[src/rtl/nrzi_encode.sv]
// USB NRZI line encoder with bit stuffing and EOP generation.
// The bit-rate strobe shift_enable gates every state change; all outputs are registered.
module nrzi_encode (
    input  logic clk,
    input  logic rst,
    input  logic shift_enable,
    input  logic tx_valid,
    input  logic tx_bit,
    output logic d_plus,
    output logic d_minus,
    output logic bit_taken,
    output logic stuffing,
    output logic eop_active
);

    typedef enum logic [2:0] {
        IDLE,
        DATA,
        SE0_1,
        SE0_2,
        EOP_J
    } state_t;

    state_t     state_q, state_d;
    logic       lvl_q, lvl_d;
    logic [2:0] ones_q, ones_d;
    logic       bit_taken_q, bit_taken_d;
    logic       stuffing_q, stuffing_d;
    logic       d_plus_q, d_plus_d;
    logic       d_minus_q, d_minus_d;
    logic       eop_q, eop_d;

    always_comb begin
        state_d     = state_q;
        lvl_d       = lvl_q;
        ones_d      = ones_q;
        bit_taken_d = 1'b0;
        stuffing_d  = 1'b0;

        if (shift_enable) begin
            unique case (state_q)
                IDLE: begin
                    if (tx_valid) begin
                        state_d     = DATA;
                        bit_taken_d = 1'b1;
                        lvl_d       = tx_bit ? lvl_q : ~lvl_q;
                        ones_d      = tx_bit ? 3'd1 : 3'd0;
                    end else begin
                        lvl_d  = 1'b1;
                        ones_d = '0;
                    end
                end
                DATA: begin
                    // A pending stuff takes priority even when tx_valid has dropped.
                    if (ones_q == 3'd6) begin
                        stuffing_d = 1'b1;
                        lvl_d      = ~lvl_q;
                        ones_d     = '0;
                    end else if (tx_valid) begin
                        bit_taken_d = 1'b1;
                        lvl_d       = tx_bit ? lvl_q : ~lvl_q;
                        ones_d      = tx_bit ? ones_q + 3'd1 : 3'd0;
                    end else begin
                        state_d = SE0_1;
                    end
                end
                SE0_1: state_d = SE0_2;
                SE0_2: begin
                    state_d = EOP_J;
                    lvl_d   = 1'b1;
                end
                EOP_J: begin
                    state_d = IDLE;
                    lvl_d   = 1'b1;
                    ones_d  = '0;
                end
                default: begin
                    state_d = IDLE;
                    lvl_d   = 1'b1;
                    ones_d  = '0;
                end
            endcase
        end

        // Line outputs are computed from next state so they register alongside it.
        eop_d     = (state_d == SE0_1) || (state_d == SE0_2) || (state_d == EOP_J);
        d_plus_d  = ((state_d == SE0_1) || (state_d == SE0_2)) ? 1'b0 : lvl_d;
        d_minus_d = ((state_d == SE0_1) || (state_d == SE0_2)) ? 1'b0 : ~lvl_d;
    end

    always_ff @(posedge clk or posedge rst) begin
        if (rst) begin
            state_q     <= IDLE;
            lvl_q       <= 1'b1;
            ones_q      <= '0;
            bit_taken_q <= 1'b0;
            stuffing_q  <= 1'b0;
            d_plus_q    <= 1'b1;
            d_minus_q   <= 1'b0;
            eop_q       <= 1'b0;
        end else begin
            state_q     <= state_d;
            lvl_q       <= lvl_d;
            ones_q      <= ones_d;
            bit_taken_q <= bit_taken_d;
            stuffing_q  <= stuffing_d;
            d_plus_q    <= d_plus_d;
            d_minus_q   <= d_minus_d;
            eop_q       <= eop_d;
        end
    end

    assign d_plus     = d_plus_q;
    assign d_minus    = d_minus_q;
    assign bit_taken  = bit_taken_q;
    assign stuffing   = stuffing_q;
    assign eop_active = eop_q;

endmodule
[config.mk]
export PLATFORM = sky130hd
export DESIGN_NAME = nrzi_encode
export DESIGN_NICKNAME = d
export VERILOG_FILES = /design/src/rtl/nrzi_encode.sv
export SDC_FILE = /design/constraint.sdc
export NUM_CORES = 1
export LEC_CHECK = 0
export ABC_AREA = 1
export BUFFER_PORTS_ARGS = -buffer_cell sky130_fd_sc_hd__buf_2
export CAP_MARGIN = 20
export CORE_MARGIN = 10
export CORE_UTILIZATION = 51
export CTS_CLUSTER_DIAMETER = 100
export DETAILED_ROUTE_END_ITERATION = 12
export PLACE_DENSITY = 0.69
export SYNTH_ARGS = -nofsm -noshare
export SYNTH_HDL_FRONTEND = slang
export SYNTH_SLANG_ARGS = --single-unit
[constraint.sdc]
create_clock -name clk -period 1.9 [get_ports clk]
set_input_delay 0.19 -clock clk [delete_from_list [all_inputs] [get_ports clk]]
set_output_delay 0.19 -clock clk [all_outputs]
set_load 0.02 [all_outputs]
==> flow_metrics.tcl, run 1 <==
set metrics [dict create \
    ctsResizeCount 0 \
    fin_skew_ps 1.580 \
    rsz0062_at_grt "no" \
    post-route-util_pct 61.44 \
    final_cell_mix "nand2_1, inv_1, dfrtp_1" \
    cts_root_buffer "clkbuf_4" \
    async_flop_share_pct 100.0 \
    whs_ps 201.4 \
    synth-edff-count 0 \
    drive_gt1_share_pct 32.29 \
    p_int_mw 0.5122 \
    placement.io_buffers 9 \
    num_antenna_cells 0 \
    post_synth_num_cell_types 23 \
    core_um2 1285 \
    grt_first_pass_wirelength_um 2304 \
    nNetsFinal 105 \
    drtAntennaViolNets 0 \
    syn_nets 90 \
    ys_warn_count 0 \
    clkLatencyLatePin_ps 260 \
    critical_path_class "register to register" \
    setup_tns_ps 0 \
    drv_slew 0 \
    crit_fanout 3 \
    cts_buffer_depth 2 \
    finalWeightedCongestion 0.8058 \
    period_needed_ps 1534 \
    min_period_over_period_pct 80.76 \
    clk_pin_slew_ps 70 \
    setup_viol 0 \
    synth_area_um2 693.2 \
    switchingPower_mw 0.3373 \
    grt_start_max_net_pins 13 \
    wl_per_cell_um 12.19 \
    power_frac_clock_pct 17.4 \
    firstDrtPassIters 4 \
    worst_pin_slew_ps 448.7 \
    cp-start-kind "register" \
    ys.flop_type "dfrtp_1" \
    first_iter_violations 15 \
    io_pins 10 \
    switching_share_pct 39.70 \
    die_w_um 56.87 \
    hp-class "input pin to register" \
    dp_hpwl_um 1066 \
    max_freq_mhz 651.7 \
    die_h_um 56.87 \
    rows 13 \
    critPathRequiredTime_ps 2090 \
    powerDensity_nw_per_um2 1076 \
    numCtsBuffers 3 \
    start_util_pct 53.94 \
    worstPathArrival_ps 1720 \
    pre_cts_slack_ps 388.7 \
    avgSynthCellArea_um2 8.351 \
    netlist_instances 83 \
    wirelength_um 1353 \
    p_seq_share_pct 44.2 \
    ys_seq_area_share_pct 43.68 \
    overflow 0 \
    ys_top_cells_by_area "dfrtp_1, nand2_1, dfstp_2" \
    setup_ws_ps 365.6 \
    drcViolationCount 0 \
    ir_drop_mv 0.6313 \
    grt_pass1_vias 538 \
    num_vias 554 \
    cap_violations 0 \
    tritoncts "yes" \
    hold_viol 0 \
    cts_max_level 1 \
    status "finished, final reports clean" \
    via_per_inst 4.991 \
    track_usage_pct 8.981 \
    synth-seq-cells 12 \
    p_leak_nw 0.4239 \
    yosysTopAreaCell "dfrtp_1" \
    dieArea_um2 3234 \
    yosysTopAreaCellShare_pct 36.10 \
    area_growth_pct 13.90 \
    antenna_found_initial 0 \
    final_common_cell "nand2_1" \
    slew_headroom_pct 70.06 \
    p_comb_share_pct 38.4 \
    timing.critical_path.to_type "register" \
    clock_sinks 12 \
    post_cts_buffers 0 \
]
[cell families after synthesis]
family                     count (synthesis)  share of synthesized area [%]
and+or+nand+nor                           41                          30.32
DFF                                       12                          43.68
AOI/OAI and AO/OA                         13                          14.26
buffers and inverters                     15                          8.122
adders and majority gates                  2                          3.610
[per-layer routing]
layer,track usage [%],part of all wire (%),vias to the layer above
met1,10.25,45,250
met4,3.020,0.59,0
met3,4.719,7.5,2
met5,0,0,-
li1,-,-,291
met2,13.95,47,11
[registers in the layout, summed over array words and instances (netlist names)]
name / count
ones_q: 3
state_q: 3
bit_taken: 1
d_minus: 1
d_plus: 1
eop_active: 1
lvl_q: 1
stuffing: 1
[path summary, 6_finish.rpt]
| check | from | to | slack (ps) | cells past startpoint |
|---|---|---|---|---|
| setup / recovery | ones_q[0]$_DFFE_PP0P_ | d_plus$_DFF_PP1_ | 370 | 12 |
| setup reg to reg | ones_q[0]$_DFFE_PP0P_ | d_plus$_DFF_PP1_ | 370 | 12 |
| max in group asynchronous | rst | lvl_q$_DFF_PP1_ | 1100 | 3 |
| hold reg to reg | ones_q[1]$_DFFE_PP0P_ | ones_q[1]$_DFFE_PP0P_ | 540 | 1 |
| hold / removal | tx_valid | bit_taken$_DFF_PP0_ | 200 | 3 |
| min in group asynchronous | rst | ones_q[2]$_DFFE_PP0P_ | 470 | 3 |
[critical path, cell delays in order (launching register included)]
cell and delay (ps):
dfrtp_1 400, inv_1 80, ha_1 150, nand2_1 80, nand2_1 140, nand3_1 120
nand2_1 90, nand2_1 50, nand2_1 50, nand2_1 50, nand2_1 80, nand2_1 70
nor2_1 120
[repair_timing]
| item | in CTS | in global routing |
|---|---|---|
| endpoints found under the setup margin | 0 | 0 |
| endpoints found under the hold margin | 10 | 0 |
| hold buffers | 1 | 0 |
[power groups by stage]
stage	clock network [mW]	registers, mW	logic [mW]
6_report	0.148	0.375	0.326
5_1_grt	0.172	0.386	0.367
4_1_cts	0.154	0.376	0.330
3_5_place_dp	0	0.381	0.324
3_3_place_gp	0	0.377	0.319
2_1_floorplan	0	0.403	0.220
[through the flow]
stage | power [mW] | cells | instance area, µm²
2_1_floorplan | 0.6235 | 83 | 693.2
3_3_place_gp | 0.6959 | 107 | 757.0
3_5_place_dp | 0.7047 | 107 | 757.0
4_1_cts | 0.8590 | 111 | 789.5
5_1_grt | 0.9250 | 111 | 789.5
6_report | 0.8495 | 111 | 789.5
[synthesized netlist by cell type, types with 2 or more instances]
master	number
nand2_1	20
a21oi_2	3
ha_1	2
dfrtp_1	10
dfstp_2	2
o21ai_1	2
inv_1	12
o31ai_1	2
nor2_2	2
o21ai_0	2
nand3_1	5
inv_2	3
nor2_4	3
nor2_1	6
[final cells by class]
| class | instances | area (µm²) |
|---|---|---|
| inverter | 15 | 56.30 |
| sequential | 12 | 302.8 |
| tap | 15 | 18.77 |
| clock buffer | 3 | 22.52 |
| timing repair buffer | 10 | 55.05 |
| fill | 122 | 495.5 |
| multi-input combinational | 56 | 334.1 |
(Power assumes the default switching activity.)
==> inputs of run 2 (changes only) <==
Settings changed: ABC_AREA 1 to 0, PLACE_DENSITY 0.69 to 0.7.
Clock period 1.9 ns to 1.56 ns, I/O delays scaled along.
==> run 2 against run 1 <==
Compared with the run above: critical endpoint unchanged; synthesized area shrank 4.3%; first-iteration DRC count grew to 2.7 times the previous value; hold slack gained 43 ps; sequential cell count is the same; register-to-register slack lost 390 ps; global-route usage grew 2.2 points; clock power grew 73%; non-clock buffer count grew 18; clock-buffer cell count grew 1; the flow now finishes with violations (negative setup slack); critical path depth shrank 6; routed wire length grew 53%; highest routed layer unchanged; final cell count grew 1.8%.
==> flow_metrics.tcl, run 2 <==
set metrics [dict create \
    status "finished with violations" \
    violations "negative setup slack" \
    p_comb_share_pct 54.3 \
    rsz0062_at_grt "yes" \
    power_frac_clock_pct 14.8 \
    cap_violations 0 \
    start_util_pct 56.62 \
    area_growth_pct 46.60 \
    max_freq_mhz 631.4 \
    cts_buffer_depth 2 \
    grt_pass1_vias 671 \
    post-route-util_pct 83.01 \
    overflow 0 \
    final_common_cell "buf_4" \
    top_regs "ones_q (3), state_q (3)" \
    setup_tns_ps -42.07 \
    grt_start_max_net_pins 13 \
    clock_sinks 12 \
    die_h_um 56.06 \
    syn_nets 78 \
    num_vias 679 \
    holdCritStartpoint "shift_enable" \
    drive_gt1_share_pct 47.47 \
    numCtsBuffers 3 \
    cts_root_buffer "clkbuf_4" \
    drcViolationCount 0 \
    switching_share_pct 40.90 \
    rows 12 \
    stdcell_area_um2 972.2 \
    synth_area_um2 663.1 \
    hold_viol 0 \
    slew_headroom_pct 69.26 \
    holdPathStages 3 \
    fin_skew_ps 5.292 \
    io_pins 10 \
    ys_warn_count 0 \
    die_w_um 56.06 \
    hold_end "bit_taken$_DFF_PP0_" \
    core_um2 1171 \
    setup_ws_ps -23.90 \
    cts_max_level 1 \
    critPathRequiredTime_ps 1780 \
    async_flop_share_pct 100.0 \
    via_per_inst 6.009 \
    wl_per_cell_um 18.32 \
    clkLatencyLatePin_ps 280 \
    tritoncts "yes" \
    ys.flop_type "dfrtp_1" \
    firstDrtPassIters 4 \
    max_stage_delay_ps 400 \
    post_synth_num_cell_types 30 \
    place_area_um2 799.5 \
    post-synth-top-count-cell "dfrtp_1" \
    pre_cts_slack_ps -107.7 \
    drtAntennaViolNets 0 \
    critical_path_class "register to register" \
    powerDensity_nw_per_um2 1784 \
    avgSynthCellArea_um2 9.340 \
    worstSetupPathDepth 6 \
    synth_common_cells "dfrtp_1, nor2_1, nand2_1" \
    p_seq_share_pct 30.9 \
    timing.critical_path.to_type "register" \
    first_iter_violations 40 \
    worstPathArrival_ps 1800 \
    r2r_slack_ps -20 \
    fillers 73 \
    p_leak_nw 0.4541 \
    clk_pin_slew_ps 90 \
    crit_chain "inv_2 > ha_4 > nand3_4 > a211o_1 > a221oi_4 > nor2b_1" \
    dieArea_um2 3143 \
    reg2reg_depth 6 \
    instances_no_fill 113 \
    switchingPower_mw 0.7095 \
    worst_pin_slew_ps 460.6 \
    setup_viol 3 \
    ir_drop_mv 1.174 \
    hp-class "input pin to register" \
    num_antenna_cells 0 \
    crit_family "compound AO/OA/AOI/OAI gates" \
    nNetsFinal 107 \
    min_period_over_period_pct 101.5 \
    track_usage_pct 11.16 \
    synth-seq-cells 12 \
    final_cell_mix "buf_4, dfrtp_1, buf_2" \
    cp-start-kind "register" \
    post-place-cells 102 \
    antenna_found_initial 0 \
    ys_seq_area_share_pct 45.66 \
    yosysTopAreaCell "dfrtp_1" \
    yosysTopAreaCellShare_pct 37.74 \
    placement.io_buffers 9 \
    period_needed_ps 1584 \
    wirelength_um 2070 \
    cp_slowest_cell "dfrtp_1" \
    p_int_mw 1.025 \
    synth-edff-count 0 \
    ys_top_cells_by_area "dfrtp_1, dfstp_2, nor2_1" \
    r2r-start "ones_q[0]$_DFFE_PP0P_" \
    finalWeightedCongestion 0.8656 \
    drv_slew 0 \
    path_buf_inv 1 \
    crit_fanout 3 \
    reg2reg_to "d_plus$_DFF_PP1_" \
    grt_first_pass_wirelength_um 2925 \
    dp_hpwl_um 1158 \
    netlist_instances 71 \
]
run 2: repair_timing:
item / 4_1_cts / 5_1_grt
hold buffers: 1 / 0
resized for setup: 6 / 9
setup endpoints to repair: 7 / 7
endpoints found under the hold margin: 10 / 0
setup buffers: 3 / 3
pin swaps: 3 / 5
run 2: how the worst max path moves through the flow:
stage / start / endpoint / slack, ps
after floorplan: ones_q[0]$_DFFE_PP0P_ / ones_q[0]$_DFFE_PP0P_ / 30
after global placement: ones_q[0]$_DFFE_PP0P_ / d_plus$_DFF_PP1_ / 2
after detailed placement: ones_q[0]$_DFFE_PP0P_ / ones_q[0]$_DFFE_PP0P_ / -110
after CTS: ones_q[0]$_DFFE_PP0P_ / d_plus$_DFF_PP1_ / -7
after global routing: ones_q[0]$_DFFE_PP0P_ / d_plus$_DFF_PP1_ / -80
final: ones_q[0]$_DFFE_PP0P_ / d_plus$_DFF_PP1_ / -20
run 2: cells by family after synthesis:
kind of cell / Yosys count / share of synthesized area [%]
AOI/OAI and AO/OA: 19 / 20.19
and+or+nand+nor: 26 / 19.44
DFF: 12 / 45.66
adders and majority gates: 2 / 3.773
buffers and inverters: 9 / 5.282
muxes: 3 / 5.659
run 2: worst register-to-register path, cell delays in order, from the launching register on:
cell and delay, ps:
dfrtp_1 400, inv_2 80, ha_4 160, nand3_4 80, a211o_1 310, a221oi_4 330, nor2b_1 160
run 2: power by group through the flow:
| stage | Combinational [mW] | Sequential (mW) | Clock (mW) |
|---|---|---|---|
| 2_1_floorplan | 0.435 | 0.540 | 0 |
| 3_3_place_gp | 0.706 | 0.511 | 0 |
| 3_5_place_dp | 0.726 | 0.511 | 0 |
| 4_1_cts | 0.783 | 0.511 | 0.260 |
| 5_1_grt | 1.02 | 0.545 | 0.282 |
| 6_report | 0.942 | 0.536 | 0.256 |
run 2: metrics by stage:
stage	power (mW)	hold WS, ps
5_1_grt	1.846	240.5
3_3_place_gp	1.217	181.5
2_1_floorplan	0.9747	19.27
4_1_cts	1.554	184.0
3_5_place_dp	1.238	200.2
6_report	1.735	244.4
run 2: metal layers:
| metal | GRT usage (%) | wire, µm |
|---|---|---|
| met5 | 0 | 0 |
| met4 | 6.485 | 68 |
| met3 | 2.961 | 192 |
| met2 | 18.27 | 937 |
| met1 | 12.55 | 873 |
run 2: cell type report:
cell class              count  area [µm²]  area share [%]
repair buffers             28       190.2           19.56
clock buffers               4       36.28           3.732
multi-input cells          50       406.6           41.83
inverters                   5       18.77           1.931
well taps                  14       17.52           1.802
flip-flops and latches     12       302.8           31.15
==> inputs of run 3 (changes only) <==
Settings changed: CORE_MARGIN 10 to unset.
==> run 3 against run 2 <==
Compared with the run above: the run still ends with negative setup slack left; combinational power is 14% lower; non-clock buffer count is 5 lower; via count shrank 8.8%; setup slack improved by 7.0 ps; clock-buffer cell count down 1; utilization down 6.2 points; first-iteration DRC count decreased by 28%; routed wire length down 29%; register-to-register slack barely moved; design area is 8.6% lower.
==> flow_metrics.tcl, run 3 (synthesis results as in run 2) <==
set metrics [dict create \
    cts_buffer_depth 2 \
    fillers 83 \
    first_iter_violations 29 \
    via_per_inst 5.785 \
    max_freq_mhz 634.2 \
    drive_gt1_share_pct 45.16 \
    min_period_over_period_pct 101.1 \
    final_cell_mix "buf_4, dfrtp_1, buf_2" \
    die_h_um 38.06 \
    hp-class "input pin to register" \
    numCtsBuffers 3 \
    cts_max_level 1 \
    track_usage_pct 22.96 \
    drcViolationCount 0 \
    crit_family "compound AO/OA/AOI/OAI gates" \
    cp-start-kind "register" \
    post-place-cells 101 \
    clk_pin_slew_ps 70 \
    io_pins 10 \
    reg2reg_depth 6 \
    critPathRequiredTime_ps 1770 \
    clkLatencyLatePin_ps 270 \
    tritoncts "yes" \
    dieArea_um2 1449 \
    stdcell_area_um2 888.4 \
    critical_path_class "register to register" \
    period_needed_ps 1577 \
    rows 12 \
    ir_drop_mv 1.021 \
    nNetsFinal 102 \
    crit_fanout 3 \
    max_stage_delay_ps 390 \
    drtAntennaViolNets 0 \
    finalWeightedCongestion 0.8186 \
    place_area_um2 792.0 \
    violations "negative setup slack" \
    setup_tns_ps -16.87 \
    top_regs "ones_q (3), state_q (3)" \
    antenna_found_initial 0 \
    worstPathArrival_ps 1790 \
    fin_skew_ps 4.495 \
    cp_slowest_cell "dfrtp_1" \
    path_buf_inv 1 \
    cap_violations 0 \
    setup_viol 1 \
    timing.critical_path.to_type "register" \
    grt_start_max_net_pins 13 \
    rsz0062_at_grt "yes" \
    holdPathStages 3 \
    hold_viol 0 \
    die_w_um 38.06 \
    area_growth_pct 33.96 \
    wl_per_cell_um 13.82 \
    powerDensity_nw_per_um2 1702 \
    slew_headroom_pct 70.17 \
    core_um2 1156 \
    placement.io_buffers 9 \
    wirelength_um 1479 \
    overflow 0 \
    cts_root_buffer "clkbuf_4" \
    p_leak_nw 0.4310 \
    final_common_cell "buf_4" \
    start_util_pct 57.36 \
    status "finished with violations" \
    pre_cts_slack_ps -26.12 \
    setup_ws_ps -16.87 \
    grt_first_pass_wirelength_um 2270 \
    firstDrtPassIters 4 \
    clock_sinks 12 \
    num_antenna_cells 0 \
    drv_slew 0 \
    worstSetupPathDepth 6 \
    num_vias 619 \
    dp_hpwl_um 1024 \
    worst_pin_slew_ps 447.0 \
    crit_chain "inv_2 > ha_4 > nand3_2 > a211o_1 > a221oi_2 > nor2b_2" \
    grt_pass1_vias 543 \
    instances_no_fill 107 \
]
-- run 3: what timing repair did --
item | 4_1_cts | 5_1_grt
gates resized for setup | 4 | 7
pin swaps | 2 | 6
buffers inserted | 0 | 2
endpoints found under the hold margin | 10 | 0
endpoints found under the setup margin | 6 | 6
hold buffers | 1 | 0
-- run 3: final timing paths --
path	startpoint	end	slack, ps
setup / recovery	ones_q[0]$_DFFE_PP0P_	d_plus$_DFF_PP1_	-20
min in group asynchronous	rst	ones_q[2]$_DFFE_PP0P_	420
max in group asynchronous	rst	d_plus$_DFF_PP1_	800
setup reg to reg	ones_q[0]$_DFFE_PP0P_	d_plus$_DFF_PP1_	-20
hold reg to reg	ones_q[0]$_DFFE_PP0P_	ones_q[0]$_DFFE_PP0P_	630
hold / removal	tx_valid	bit_taken$_DFF_PP0_	220
-- run 3: cell type report --
| type | instances | area [µm²] | area share, % |
|---|---|---|---|
| sequential | 12 | 302.8 | 34.08 |
| inverter | 5 | 18.77 | 2.113 |
| multi-input combinational | 50 | 374.1 | 42.11 |
| timing repair buffer | 23 | 152.6 | 17.18 |
| clock buffer | 3 | 22.52 | 2.535 |
| tap | 14 | 17.52 | 1.972 |
-- run 3: worst register-to-register path, stage by stage, from the launching register on --
cell and delay [ps]:
dfrtp_1 390, inv_2 80, ha_4 140, nand3_2 80, a211o_1 320, a221oi_2 320, nor2b_2 190
-- run 3: routing by layer --
| metal | GRT usage, % | vias to the layer above | part of all wire (%) |
|---|---|---|---|
| met2 | 34.75 | 23 | 46 |
| met5 | 0 | - | 0 |
| met1 | 30.74 | 294 | 48 |
| met4 | 10.71 | 0 | 1.1 |
| li1 | - | 298 | - |
| met3 | 5.233 | 4 | 5.1 |
-- run 3: metrics by stage --
stage | util, % | hold slack, ps | power [mW]
final | 76.84 | 217.2 | 1.512
after global routing | 76.84 | 208.5 | 1.617
after CTS | 72.62 | 200.0 | 1.414
after detailed placement | 68.51 | 188.2 | 1.202
after global placement | 68.51 | 180.4 | 1.188
after floorplan | - | 19.27 | 0.9747
-- run 3: power by group --
part | total [mW] | internal, mW | switching [mW] | leakage [nW]
Combinational | 0.806 | 0.384 | 0.422 | 0.265
Sequential | 0.518 | 0.435 | 0.0828 | 0.152
Clock | 0.188 | 0.0894 | 0.0988 | 0.0138
